==> src/rtl/fetch_sequencer_pkg.sv <==
// Shared definitions for the instruction-fetch front end: fetch FSM states,
// PC width/increment and the HLT opcode recognised by decode.
package fetch_sequencer_pkg;

  localparam int PC_W = 16;
  localparam logic [PC_W-1:0] PC_INCR = 16'd2;
  localparam logic [PC_W-1:0] HLT_OPCODE = 16'hF000;

  typedef enum logic [1:0] {
    S_RUN,
    S_WAIT,
    S_DROP,
    S_HALT
  } fetch_state_e;

  function automatic logic [15:0] sat_inc(input logic [15:0] value);
    return (value == 16'hFFFF) ? value : value + 16'd1;
  endfunction

endpackage

==> src/rtl/fetch_sequencer_perf_counters.sv <==
// Saturating fetch/stall/redirect event counters for the fetch front end.
// Only present when FETCH_PERF_EN is defined.
`ifdef FETCH_PERF_EN
module fetch_perf_counters
  import fetch_sequencer_pkg::*;
(
  input  logic        clk_i,
  input  logic        rst_i,
  input  logic        fetch_inc_i,
  input  logic        stall_inc_i,
  input  logic        redirect_inc_i,
  output logic [15:0] fetch_cnt_o,
  output logic [15:0] stall_cnt_o,
  output logic [15:0] redirect_cnt_o
);

  logic [15:0] fetchCnt_q;
  logic [15:0] stallCnt_q;
  logic [15:0] redirectCnt_q;

  // Each counter sticks at all-ones instead of wrapping.
  always_ff @(posedge clk_i or posedge rst_i) begin
    if (rst_i) begin
      fetchCnt_q    <= '0;
      stallCnt_q    <= '0;
      redirectCnt_q <= '0;
    end else begin
      if (fetch_inc_i)    fetchCnt_q    <= sat_inc(fetchCnt_q);
      if (stall_inc_i)    stallCnt_q    <= sat_inc(stallCnt_q);
      if (redirect_inc_i) redirectCnt_q <= sat_inc(redirectCnt_q);
    end
  end

  assign fetch_cnt_o    = fetchCnt_q;
  assign stall_cnt_o    = stallCnt_q;
  assign redirect_cnt_o = redirectCnt_q;

endmodule
`endif

==> src/rtl/fetch_sequencer.sv <==
// Fetch front end: owns the PC, sequences variable-latency memory requests and
// feeds decode through a one-entry output register. FETCH_PERF_EN adds counters.
module fetch_sequencer #(
  parameter logic [15:0] RESET_PC = 16'h0000,
  parameter logic [15:0] PC_INCR  = fetch_sequencer_pkg::PC_INCR
) (
  input  logic        clk_i,
  input  logic        rst_i,
  input  logic        stall_i,
  input  logic        redirect_i,
  input  logic [15:0] redirect_pc_i,
  input  logic        halt_i,
  output logic        mem_req_o,
  output logic [15:0] mem_addr_o,
  input  logic        mem_ready_i,
  input  logic [15:0] mem_rdata_i,
  output logic        instr_valid_o,
  output logic [15:0] instr_o,
  output logic [15:0] instr_pc_o,
  output logic        flush_o,
  output logic        halted_o
`ifdef FETCH_PERF_EN
  ,
  output logic [15:0] fetch_cnt_o,
  output logic [15:0] stall_cnt_o,
  output logic [15:0] redirect_cnt_o
`endif
);

  import fetch_sequencer_pkg::*;

  fetch_state_e    state_q, state_d;
  logic [PC_W-1:0] pc_q, pc_d;
  logic [PC_W-1:0] dropAddr_q, dropAddr_d;
  logic [PC_W-1:0] instr_q, instr_d;
  logic [PC_W-1:0] instrPc_q, instrPc_d;
  logic            instrValid_q, instrValid_d;

  logic            consumed;
  logic            outFree;
  logic            memReq;
  logic [PC_W-1:0] memAddr;
  logic            load;
  logic            redirectTaken;

  assign consumed = instrValid_q && !stall_i;
  assign outFree  = !instrValid_q || consumed;

  // A new fetch starts only when the output slot frees, so at most one
  // request is ever in flight and halt never has to cancel one.
  always_comb begin
    state_d       = state_q;
    pc_d          = pc_q;
    dropAddr_d    = dropAddr_q;
    instr_d       = instr_q;
    instrPc_d     = instrPc_q;
    instrValid_d  = consumed ? 1'b0 : instrValid_q;
    memReq        = 1'b0;
    memAddr       = pc_q;
    load          = 1'b0;
    redirectTaken = 1'b0;

    case (state_q)
      S_RUN: begin
        memReq = outFree && !redirect_i && !(halt_i && consumed);
        if (redirect_i) begin
          redirectTaken = 1'b1;
        end else if (halt_i && consumed) begin
          state_d = S_HALT;
        end else if (memReq) begin
          if (mem_ready_i) load = 1'b1;
          else             state_d = S_WAIT;
        end
      end
      S_WAIT: begin
        memReq = 1'b1;
        if (redirect_i) begin
          redirectTaken = 1'b1;
          if (mem_ready_i) begin
            state_d = S_RUN;
          end else begin
            dropAddr_d = pc_q;
            state_d    = S_DROP;
          end
        end else if (mem_ready_i) begin
          load    = 1'b1;
          state_d = S_RUN;
        end
      end
      S_DROP: begin
        memReq  = 1'b1;
        memAddr = dropAddr_q;
        if (redirect_i)  redirectTaken = 1'b1;
        if (mem_ready_i) state_d = S_RUN;
      end
      default: begin
      end
    endcase

    if (load) begin
      instr_d      = mem_rdata_i;
      instrPc_d    = pc_q;
      instrValid_d = 1'b1;
      pc_d         = pc_q + PC_INCR;
    end
    if (redirectTaken) begin
      pc_d         = redirect_pc_i;
      instrValid_d = 1'b0;
    end
  end

  always_ff @(posedge clk_i or posedge rst_i) begin
    if (rst_i) begin
      state_q      <= S_RUN;
      pc_q         <= RESET_PC;
      dropAddr_q   <= '0;
      instr_q      <= '0;
      instrPc_q    <= '0;
      instrValid_q <= 1'b0;
    end else begin
      state_q      <= state_d;
      pc_q         <= pc_d;
      dropAddr_q   <= dropAddr_d;
      instr_q      <= instr_d;
      instrPc_q    <= instrPc_d;
      instrValid_q <= instrValid_d;
    end
  end

  assign mem_req_o     = memReq && !rst_i;
  assign mem_addr_o    = memAddr;
  assign instr_valid_o = instrValid_q;
  assign instr_o       = instr_q;
  assign instr_pc_o    = instrPc_q;
  assign flush_o       = redirectTaken;
  assign halted_o      = (state_q == S_HALT);

`ifdef FETCH_PERF_EN
  fetch_perf_counters u_perf (
    .clk_i          (clk_i),
    .rst_i          (rst_i),
    .fetch_inc_i    (consumed),
    .stall_inc_i    (instrValid_q && stall_i),
    .redirect_inc_i (redirectTaken),
    .fetch_cnt_o    (fetch_cnt_o),
    .stall_cnt_o    (stall_cnt_o),
    .redirect_cnt_o (redirect_cnt_o)
  );
`endif

endmodule

==> config.mk <==
export PLATFORM = sky130hd
export DESIGN_NAME = fetch_sequencer
export DESIGN_NICKNAME = d
export VERILOG_FILES = /design/src/rtl/fetch_sequencer_pkg.sv /design/src/rtl/fetch_sequencer_perf_counters.sv /design/src/rtl/fetch_sequencer.sv
export SDC_FILE = /design/constraint.sdc
export NUM_CORES = 1
export LEC_CHECK = 0
export ABC_AREA = 1
export ABC_CLOCK_PERIOD_IN_PS = 5080
export CORE_ASPECT_RATIO = 1.1
export CORE_UTILIZATION = 30
export CTS_BUF_LIST = sky130_fd_sc_hd__clkbuf_4
export DETAILED_ROUTE_END_ITERATION = 8
export PLACE_DENSITY_LB_ADDON = 0.05
export SYNTH_ARGS = -nofsm -noshare
export SYNTH_HDL_FRONTEND = slang
export SYNTH_HIERARCHICAL = 1
export SYNTH_SLANG_ARGS = --single-unit
==> constraint.sdc <==
create_clock -name clk_i -period 5.08 [get_ports clk_i]
set_clock_uncertainty 0.05 [all_clocks]
set_input_delay 1.524 -clock clk_i [delete_from_list [all_inputs] [get_ports clk_i]]
set_output_delay 1.524 -clock clk_i [all_outputs]
set_load 0.005 [all_outputs]
After elaboration in Yosys (flattened, before gate mapping)
Index checks and enable logic that the tools add are counted.

$add $sub $neg: 1. Equality and inequality tests: 6. Muxes and demuxes: 23. Bitwise logic cells: 1. Reduce and logical (&&, ||, !) cells: 19.

Operators by type and width (number): $mux 16 (3); $add 16x2->16 const B (1); $mux 2 (7); $mux 1 (10); $ne 3x3->1 const B (2); $pmux 2 s3 (1); $reduce_bool 3->1 (2); $logic_and 1x1->1 (5); $logic_not 1->1 (5); $eq 2x2->1 const B (2); $pmux 1 s2 (2); $reduce_and 4->1 (1); $reduce_and 3->1 (1); $reduce_or 3->1 (1); $eq 2x1->1 const B (1); $logic_not 2->1 (1); $ne 2x2->1 const B (1); $reduce_bool 2->1 (1); $reduce_or 2->1 (1); $logic_or 1x1->1 (1); $not 1->1 (1).

Register bits: 67. Bits of input ports: 38. Output and inout bits: 52. Word-level logic and storage cells: 56.

Depth between registers and ports, before layout
Gate-level depths: netlist of the first run.

Depth after elaboration: 11. Gate-level depth with buffers: 9. Gate-level depth less buffers: 9.

Worst setup path before layout of the first run
OpenSTA, ideal clock, no wires.

Path type: input-to-output. Start: input stall_i. End: output mem_req_o. Arrival time: 1985 ps. Required time: 3506 ps. Path slack: 1521 ps. Stages on the path: 3. Buffers on the path: 0. Cells stage by stage: a21oi_2 a31oi_1 nor3_1.

Cells in the longest elaborated chain, start to end: 7. Elaborated cells between the ends (all ways): 9. Those cells by class: mux (1); reduce/logical (8).

RTL lines: from (decl) (line fetch_sequencer.sv:9) `input logic stall_i,`; $logic_not 1->1 (*) (line fetch_sequencer.sv:46) `assign consumed = instrValid_q && !stall_i;`; $logic_and 1x1->1 (*) (line fetch_sequencer.sv:46); $logic_or 1x1->1 / $logic_and 1x1->1 (equally long branches) (line fetch_sequencer.sv:47, fetch_sequencer.sv:65); $logic_and 1x1->1 / $logic_not 1->1 (equally long branches) (line fetch_sequencer.sv:65) `memReq = outFree && !redirect_i && !(halt_i && consumed);`; $logic_and 1x1->1 (*) (line fetch_sequencer.sv:65); $pmux 1 s2 (*) (line fetch_sequencer.sv:63) `case (state_q)`; $logic_and 1x1->1 (*) (line fetch_sequencer.sv:130) `assign mem_req_o = memReq && !rst_i;`; to (decl) (line fetch_sequencer.sv:13) `output logic mem_req_o,`.

Every way passes the cells marked *; elsewhere a longest branch is shown, timed or not.

Worst setup path after layout of the first run
Ends and elaborated chain as after synthesis.

==> results of run 1 <==
## worst reg2reg max path: stages (launching register included)
cell and delay, ps:
dfrtp_1 430, inv_1 110, ha_1 260, nand4_4 320
nand3_1 400, buf_4 260, inv_2 110, nand2_1 80
nand3_1 60
## where the power goes
| part | total (W) | switching (W) | internal [W] |
|---|---|---|---|
| Clock | 0.000359 | 0.000211 | 0.000148 |
| Sequential | 0.000954 | 0.000173 | 0.000782 |
| Combinational | 0.00123 | 0.000595 | 0.000631 |
## routing by layer
metal  global-route usage, %  vias to the layer above  wire length (µm)
li1                        -                     1550                 -
met1                    23.8                     1389              4340
met2                    24.7                       62              3950
met3                    3.77                       11               343
met4                    6.57                        0               125
met5                       0                        -                 0
## placed cells by master, fill, tap and decap left out, types with 2 or more instances in the layout
master / synthesis / final
clkbuf_4: 0 / 9
xor2_1: 2 / 2
dfrtp_1: 67 / 67
clkinv_2: 0 / 2
nand3_2: 2 / 2
buf_4: 2 / 9
o21ai_0: 43 / 43
or2_2: 5 / 5
ha_1: 5 / 5
nand3_1: 46 / 46
a21oi_1: 18 / 18
inv_2: 2 / 3
nor2_1: 29 / 29
inv_1: 25 / 24
clkinv_4: 0 / 2
nand4_1: 4 / 4
clkdlybuf4s50_1: 0 / 89
nand2_1: 150 / 150
## state kept, by name (all words and copies together), names as in the netlist
signal	flops
dropAddr_q	16
instr_o	16
instr_pc_o	16
instr_valid_o	1
pc_q	16
state_q	2
## final timing paths
check                                end  slack (ps)          start  cells past startpoint
min                        dropAddr_q[2]         450  dropAddr_q[2]                      2
max in group asynchronous  instr_pc_o[1]        2760          rst_i                      3
min reg2reg                dropAddr_q[2]         450  dropAddr_q[2]                      2
max                            mem_req_o         460        stall_i                      5
max reg2reg                      pc_q[2]        2900     state_q[1]                      8
min in group asynchronous       pc_q[12]        1660          rst_i                      3
## metrics by stage
step / power, W / setup WS (ps) / utilization, %
finish: 0.00254 / 458 / 42.4
global route: 0.00278 / 360 / 42.4
CTS: 0.00258 / 461 / 42.4
detailed placement: 0.00221 / 456 / 41.1
global placement: 0.00219 / 493 / 41.1
floorplan: 0.00157 / 1520 / -
## cell families (layout without fill, tap and decap cells)
group,Yosys count,count (layout)
adder cells (fa/ha/maj),5,5
XOR/XNOR,2,2
AO/OA/AOI/OAI,64,64
flip-flops,67,67
buffers and inverters,46,141
AND/OR/NAND/NOR,239,239
## cell type report
class	instances	area (µm²)
clock buffers	9	67.6
flip-flops and latches	67	1680
repair buffers	98	958
fillers	1137	6070
inverters	27	101
well taps	143	179
multi-input cells	310	1420
clock inverters	7	68.8
==> impl_metrics.json, run 1 <==
{
  "status": "completed",
  "worstPathRequired_ps": 3510,
  "async_reset_ff_share_pct": 100,
  "fin_crit_ps": 4620,
  "port-buffer-count": 89,
  "die-area_mm2": 0.0114,
  "track_usage_pct": 16.8,
  "grt_max_degree": 68,
  "wl_per_cell_um": 13.3,
  "synth_compound_area_share_pct": 9.87,
  "postCtsResizedCells": 0,
  "finalCritPeriodShare_pct": 91.0,
  "ios": 90,
  "core-area_mm2": 0.0105,
  "cts_root_buf": "clkbuf_4",
  "synthAdderAreaFrac_pct": 1.90,
  "cp_top_family": "buffers and inverters",
  "hpwl_um": 6210,
  "vias": 3012,
  "clock_tree.buffer_depth": 2,
  "path_cells": "clkdlybuf4s50_1, a21oi_2, a31oi_1, nor3_1, clkdlybuf4s50_1",
  "setup_viol": 0,
  "drv_cap": 0,
  "ys_warn_count": 6,
  "fin_cells": 661,
  "fin_setup_tns_ps": 0,
  "path_buf_inv": 2,
  "area_growth_pct": 35.5,
  "relSlewSlack_pct": 41.5,
  "ys_types": 23,
  "max_stage_delay_ps": 540,
  "synth_xor_area_share_pct": 0.531,
  "cts_setup_buffers": 0,
  "rows": 39,
  "rsz0062_at_grt": "false",
  "synth_top_area_share_pct": 50.9,
  "netlist_area_mm2": 0.00330,
  "yosysTopAreaCell": "dfrtp_1",
  "synth_top_family_by_area": "simple AND/OR/NAND/NOR gates",
  "tightest_slew_ps": 877,
  "synth_mux_area_share_pct": 0,
  "grt-ovfl-total": 0,
  "gp_congestion": 0.800,
  "drive_above_1_share_pct": 7.14,
  "finalMaxSlewViolations": 0,
  "ys.flop_type": "dfrtp_1",
  "crit_type": "in -> out",
  "drt_iter0_markers": 124,
  "numClockSinks": 67,
  "peakVddDrop_mv": 0.187,
  "drt_wl_total_um": 8760,
  "dp.cells": 645,
  "fin_nets": 556,
  "path_max_fanout": 3,
  "h-tree-depth": 3,
  "synth.most_common_cell": "nand2_1",
  "via_per_inst": 4.56,
  "die_x_um": 102,
  "p_leak_nw": 2.07,
  "syn_inst": 423,
  "synth_common_cells": "nand2_1, dfrtp_1, nand3_1",
  "drc": 0,
  "num_antenna_cells": 0,
  "synth.area.top_cells": "dfrtp_1, nand2_1, nand3_1, o21ai_0, nor2_1",
  "endpoint_kind": "output port",
  "die_h_um": 112,
  "synth_nets": 466,
  "fmax_mhz": 216,
  "ys_seq_area_share_pct": 50.9,
  "syn_avg_cell_area_um2": 7.79,
  "grt_pass1_wl_um": 14500,
  "min_path_type": "reg -> reg",
  "antenna_found_initial": 0,
  "power.density_mw_per_mm2": 568,
  "placed_area_mm2": 0.00433,
  "first_global_vias": 2870,
  "start_util_pct": 31.3,
  "worst_hold_slack_ps": 445,
  "crit_top_cell": "clkdlybuf4s50_1",
  "worstSetupStartpointType": "input port",
  "hold_violations": 0,
  "worstSkewPairLatency_ps": 430,
  "synth_edf_count": 0,
  "slowest_stage": "clkdlybuf4s50_1",
  "synthSimpleGateAreaFrac_pct": 30.7,
  "fin_area_mm2": 0.00447,
  "synth_seq_cells": 67,
  "cts_buffers": 9,
  "ant_nets": 0,
  "first_pass_iters": 4,
  "postCtsHoldBufs": 0,
  "cp_data_arrival_time_ps": 3050,
  "clkTransAtPathRegs_ps": 100,
  "cts_tree": "yes"
}
No activity file was read; power rests on OpenSTA's default activity.
==> run 2: changes to the inputs <==
- ABC_AREA: 1 -> default
- ABC_CLOCK_PERIOD_IN_PS: 5080 -> 4000
- PLACE_DENSITY_LB_ADDON: 0.05 -> default
- clock period: 5.08 -> 4 ns (I/O delays scaled with it)
==> impl_metrics.json, run 2 <==
{
  "hold_violations": 0,
  "endpoint_kind": "output port",
  "numClockSinks": 67,
  "first_pass_iters": 4,
  "fin_setup_tns_ps": 0,
  "die_h_um": 110,
  "port-buffer-count": 89,
  "finalPower_w": 0.00284,
  "drt_iter0_markers": 111,
  "drc": 0,
  "ys_warn_count": 6,
  "synthSimpleGateAreaFrac_pct": 12.0,
  "cp_data_arrival_time_ps": 2580,
  "synth.most_common_cell": "dfrtp_1",
  "cts_buffers": 9,
  "drt_wl_total_um": 7650,
  "postCtsHoldBufs": 0,
  "synthAdderAreaFrac_pct": 1.97,
  "synth_compound_area_share_pct": 10.0,
  "synth_common_cells": "dfrtp_1, mux2_2, nand2_1",
  "yosysTopAreaCell": "dfrtp_1",
  "via_per_inst": 4.82,
  "drv_cap": 0,
  "async_reset_ff_share_pct": 100,
  "syn_inst": 273,
  "synth_top_family_by_area": "multiplexers",
  "fin_crit_ps": 3830,
  "ant_nets": 0,
  "path_max_fanout": 3,
  "finalMaxSlewViolations": 0,
  "placed_area_mm2": 0.00427,
  "min_path_type": "reg -> reg",
  "synth_mux_area_share_pct": 19.5,
  "h-tree-depth": 3,
  "synth.area.top_cells": "dfrtp_1, mux2_2, nand2_1, a31oi_1, o21ai_0",
  "antenna_found_initial": 0,
  "peakVddDrop_mv": 0.240,
  "netlist_area_mm2": 0.00318,
  "finalCritPeriodShare_pct": 95.9,
  "vias": 2483,
  "clkTransAtPathRegs_ps": 100,
  "tightest_slew_ps": 571,
  "cts_root_buf": "clkbuf_4",
  "first_global_vias": 2474,
  "ys_seq_area_share_pct": 52.8,
  "rows": 39,
  "final_cell_mix": "clkdlybuf4s50_1, dfrtp_1, mux2_2",
  "final_common_cell": "clkdlybuf4s50_1",
  "rrSetupSlack_ps": 1780,
  "ys.flop_type": "dfrtp_1",
  "worstSetupStartpointType": "input port",
  "area_growth_pct": 37.5,
  "relSlewSlack_pct": 61.9,
  "synth_xor_area_share_pct": 0.276,
  "synth_top_area_share_pct": 52.8,
  "cts_tree": "yes",
  "p_leak_nw": 1.80,
  "fin_area_mm2": 0.00437,
  "status": "completed",
  "slowest_stage": "clkdlybuf4s50_1",
  "grt_pass1_wl_um": 12400,
  "fmax_mhz": 261,
  "core-area_mm2": 0.0103,
  "synth_edf_count": 0,
  "wl_per_cell_um": 14.8,
  "fin_nets": 411,
  "grt_max_degree": 44,
  "path_cells": "clkdlybuf4s50_1, o21ai_1, a31oi_1, nor3_1, clkdlybuf4s50_1",
  "synth_seq_cells": 67,
  "power.density_mw_per_mm2": 651,
  "max_stage_delay_ps": 520,
  "syn_avg_cell_area_um2": 11.6,
  "drive_above_1_share_pct": 23.1,
  "synth_nets": 316,
  "worstPathRequired_ps": 2750,
  "track_usage_pct": 14.9,
  "ys_types": 47,
  "nFillCells": 1054,
  "die_x_um": 100,
  "crit_top_cell": "clkdlybuf4s50_1",
  "crit_type": "in -> out",
  "worstSkewPairLatency_ps": 410,
  "clock_tree.buffer_depth": 2,
  "hpwl_um": 5270,
  "setup_viol": 0,
  "num_antenna_cells": 0,
  "start_util_pct": 30.7,
  "gp_congestion": 0.699,
  "rsz0062_at_grt": "false",
  "grt-ovfl-total": 0,
  "ios": 90,
  "die-area_mm2": 0.0110
}
[run 2: timing repair]
| action | 4_1_cts | 5_1_grt |
|---|---|---|
| setup buffers | 0 | 0 |
| endpoints found under the setup margin | 0 | 13 |
| gates resized for setup | 0 | 1 |
[run 2: path summary, 6_finish.rpt]
check	start	endpoint	cells after the start
worst min register to register	dropAddr_q[7]	dropAddr_q[7]	2
max in group asynchronous	rst_i	instr_pc_o[10]	3
worst min-delay path	dropAddr_q[7]	dropAddr_q[7]	2
worst max-delay path	stall_i	mem_req_o	5
min in group asynchronous	rst_i	instr_valid_o	2
worst max register to register	state_q[1]	instr_pc_o[11]	6
[run 2: critical path, delay by kind of cell]
kind | cells | cell delay (ps)
compound gates | 2 | 290
buf+inv | 2 | 960
simple gates | 1 | 130
[run 2: power breakdown]
part	internal [W]	switching (W)	leakage, nW
clock	0.000134	0.000237	0.0639
combinational	0.000824	0.000477	0.946
sequential	0.000972	0.000200	0.786
total	0.00193	0.000914	1.80
[run 2: routing by layer]
layer	up-vias	global-route usage (%)	part of all wire [%]
met5	-	0	0
met4	0	8.07	1.9
met3	11	4.07	5.6
met2	69	23.1	47
met1	1226	19.1	45
li1	1177	-	-
[run 2: logic make-up (layout without fill, tap and decap cells)]
family,Yosys count,count (layout)
buffers and inverters,25,124
flip-flops,67,67
XOR/XNOR,1,1
AND/OR/NAND/NOR,72,72
multiplexers,55,55
adder cells (fa/ha/maj),5,5
AO/OA/AOI/OAI,48,48
[run 2: area by class of cell]
type | instances | area, µm² | area share (%)
Clock buffer | 11 | 82.6 | 1.89
Clock inverter | 4 | 18.8 | 0.430
Inverter | 12 | 45.0 | 1.03
Multi-Input combinational cell | 181 | 1390 | 31.8
Sequential cell | 67 | 1680 | 38.4
Tap cell | 143 | 179 | 4.10
Timing Repair Buffer | 97 | 976 | 22.3
[run 2: metrics by stage]
stage | hold WS [ps] | setup WS, ps | utilization [%] | cells
floorplan | 390 | 1070 | - | 273
global placement | 402 | 189 | 41.2 | 500
CTS | 444 | 51.9 | 42.2 | 515
finish | 437 | 165 | 42.2 | 515
detailed placement | 416 | 174 | 41.2 | 500
global route | 473 | 69.8 | 42.2 | 515
==> run 3: changes to the inputs <==
- PLACE_DENSITY: default -> 0.57
==> impl_metrics.json, run 3 (same netlist as run 2, synthesis figures left out) <==
{
  "final_cell_mix": "clkdlybuf4s50_1, dfrtp_1, mux2_2",
  "tightest_slew_ps": 617,
  "clock_tree.buffer_depth": 2,
  "endpoint_kind": "output port",
  "wl_per_cell_um": 14.9,
  "grt_max_degree": 42,
  "cts_root_buf": "clkbuf_4",
  "cp_data_arrival_time_ps": 2610,
  "fin_crit_ps": 3860,
  "path_cells": "clkdlybuf4s50_1, o21ai_1, a31oi_1, nor3_1, clkdlybuf4s50_1",
  "die_h_um": 110,
  "final_common_cell": "clkdlybuf4s50_1",
  "h-tree-depth": 3,
  "grt_pass1_wl_um": 12500,
  "port-buffer-count": 89,
  "finalMaxSlewViolations": 0,
  "via_per_inst": 4.71,
  "fin_setup_tns_ps": 0,
  "vias": 2431,
  "worstPathRequired_ps": 2750,
  "fin_nets": 411,
  "path_max_fanout": 3,
  "drc": 0,
  "drive_above_1_share_pct": 23.6,
  "crit_type": "in -> out",
  "drt_iter0_markers": 75,
  "cts_tree": "yes",
  "worst_hold_slack_ps": 436,
  "finalCritPeriodShare_pct": 96.5,
  "drv_cap": 0,
  "min_path_type": "reg -> reg",
  "ant_nets": 0,
  "cts_setup_buffers": 0,
  "first_global_vias": 2409,
  "use_met3_pct": 3.81,
  "antenna_found_initial": 0,
  "setup_viol": 0,
  "ios": 90,
  "rsz0062_at_grt": "false",
  "p_leak_nw": 1.80,
  "grt_use_met1_pct": 19.6,
  "rows": 39,
  "area_growth_pct": 37.5,
  "drt_wl_total_um": 7710,
  "peakVddDrop_mv": 0.249,
  "grt.met2_usage_pct": 23.2,
  "fmax_mhz": 259,
  "relSlewSlack_pct": 58.7,
  "hpwl_um": 5280,
  "numClockSinks": 67,
  "status": "completed",
  "clkTransAtPathRegs_ps": 110,
  "track_usage_pct": 15.0,
  "hold_violations": 0,
  "worstSetupStartpointType": "input port",
  "first_pass_iters": 4,
  "gr-max-usage-layer": "met2",
  "power.density_mw_per_mm2": 655,
  "die_x_um": 100,
  "cts_buffers": 9,
  "gp_congestion": 0.757,
  "max_stage_delay_ps": 520,
  "start_util_pct": 30.7,
  "num_antenna_cells": 0,
  "crit_top_cell": "clkdlybuf4s50_1",
  "post-route-util_pct": 42.2,
  "core-area_mm2": 0.0103,
  "die-area_mm2": 0.0110,
  "worstSkewPairLatency_ps": 410,
  "grt-ovfl-total": 0,
  "slowest_stage": "clkdlybuf4s50_1"
}
[run 3: changes by cell type in the layout (fill, tap and decap cells not counted), sizes merged]
cell and delta:
clkbuf +2, clkinv -1
[run 3: final cells by class]
| class | count | area [µm²] |
|---|---|---|
| inverter | 12 | 45.0 |
| clock inverter | 3 | 15.0 |
| tap | 143 | 179 |
| sequential | 67 | 1680 |
| fill | 1023 | 5980 |
| timing repair buffer | 97 | 963 |
| multi-input combinational | 181 | 1390 |
| clock buffer | 13 | 97.6 |
[run 3: report_power, final]
part | switching [W] | internal, W
clock network | 0.000243 | 0.000154
logic | 0.000473 | 0.000817
registers | 0.000202 | 0.000972
total | 0.000918 | 0.00194
[run 3: repair_timing]
action | CTS | global route
hold buffers | 0 | 0
endpoints found under the setup margin | 0 | 15
resized for setup | 0 | 1
[run 3: metal layers]
layer  share of wire, %  routed length [µm]
met1                 48                3670
met2                 46                3540
met3                5.0                 382
met4                1.5                 115
met5                  0                   0
[run 3: worst paths after layout]
path	from	end	slack, ps	depth (start not counted)
hold / removal	dropAddr_q[0]	dropAddr_q[0]	440	2
min in group asynchronous	rst_i	instr_valid_o	1170	2
max in group asynchronous	rst_i	pc_q[7]	2080	3
setup / recovery	stall_i	mem_req_o	140	5
setup reg to reg	state_q[1]	instr_o[14]	1840	6
hold reg to reg	dropAddr_q[0]	dropAddr_q[0]	440	2
[run 3: worst max-delay path: cells and delay by family]
family / cells / cell delay [ps]
buf+inv: 2 / 970
compound gates: 2 / 300
simple gates: 1 / 140
[run 3: metrics by stage]
| stage | cell area, µm² | power (W) | std cells | worst slack (ps) |
|---|---|---|---|---|
| floorplan | 3180 | 0.00180 | 273 | 1070 |
| global placement | 4250 | 0.00246 | 500 | 174 |
| detailed placement | 4250 | 0.00250 | 500 | 155 |
| CTS | 4370 | 0.00291 | 516 | 40.2 |
| global route | 4370 | 0.00310 | 516 | 66.3 |
| finish | 4370 | 0.00286 | 516 | 141 |
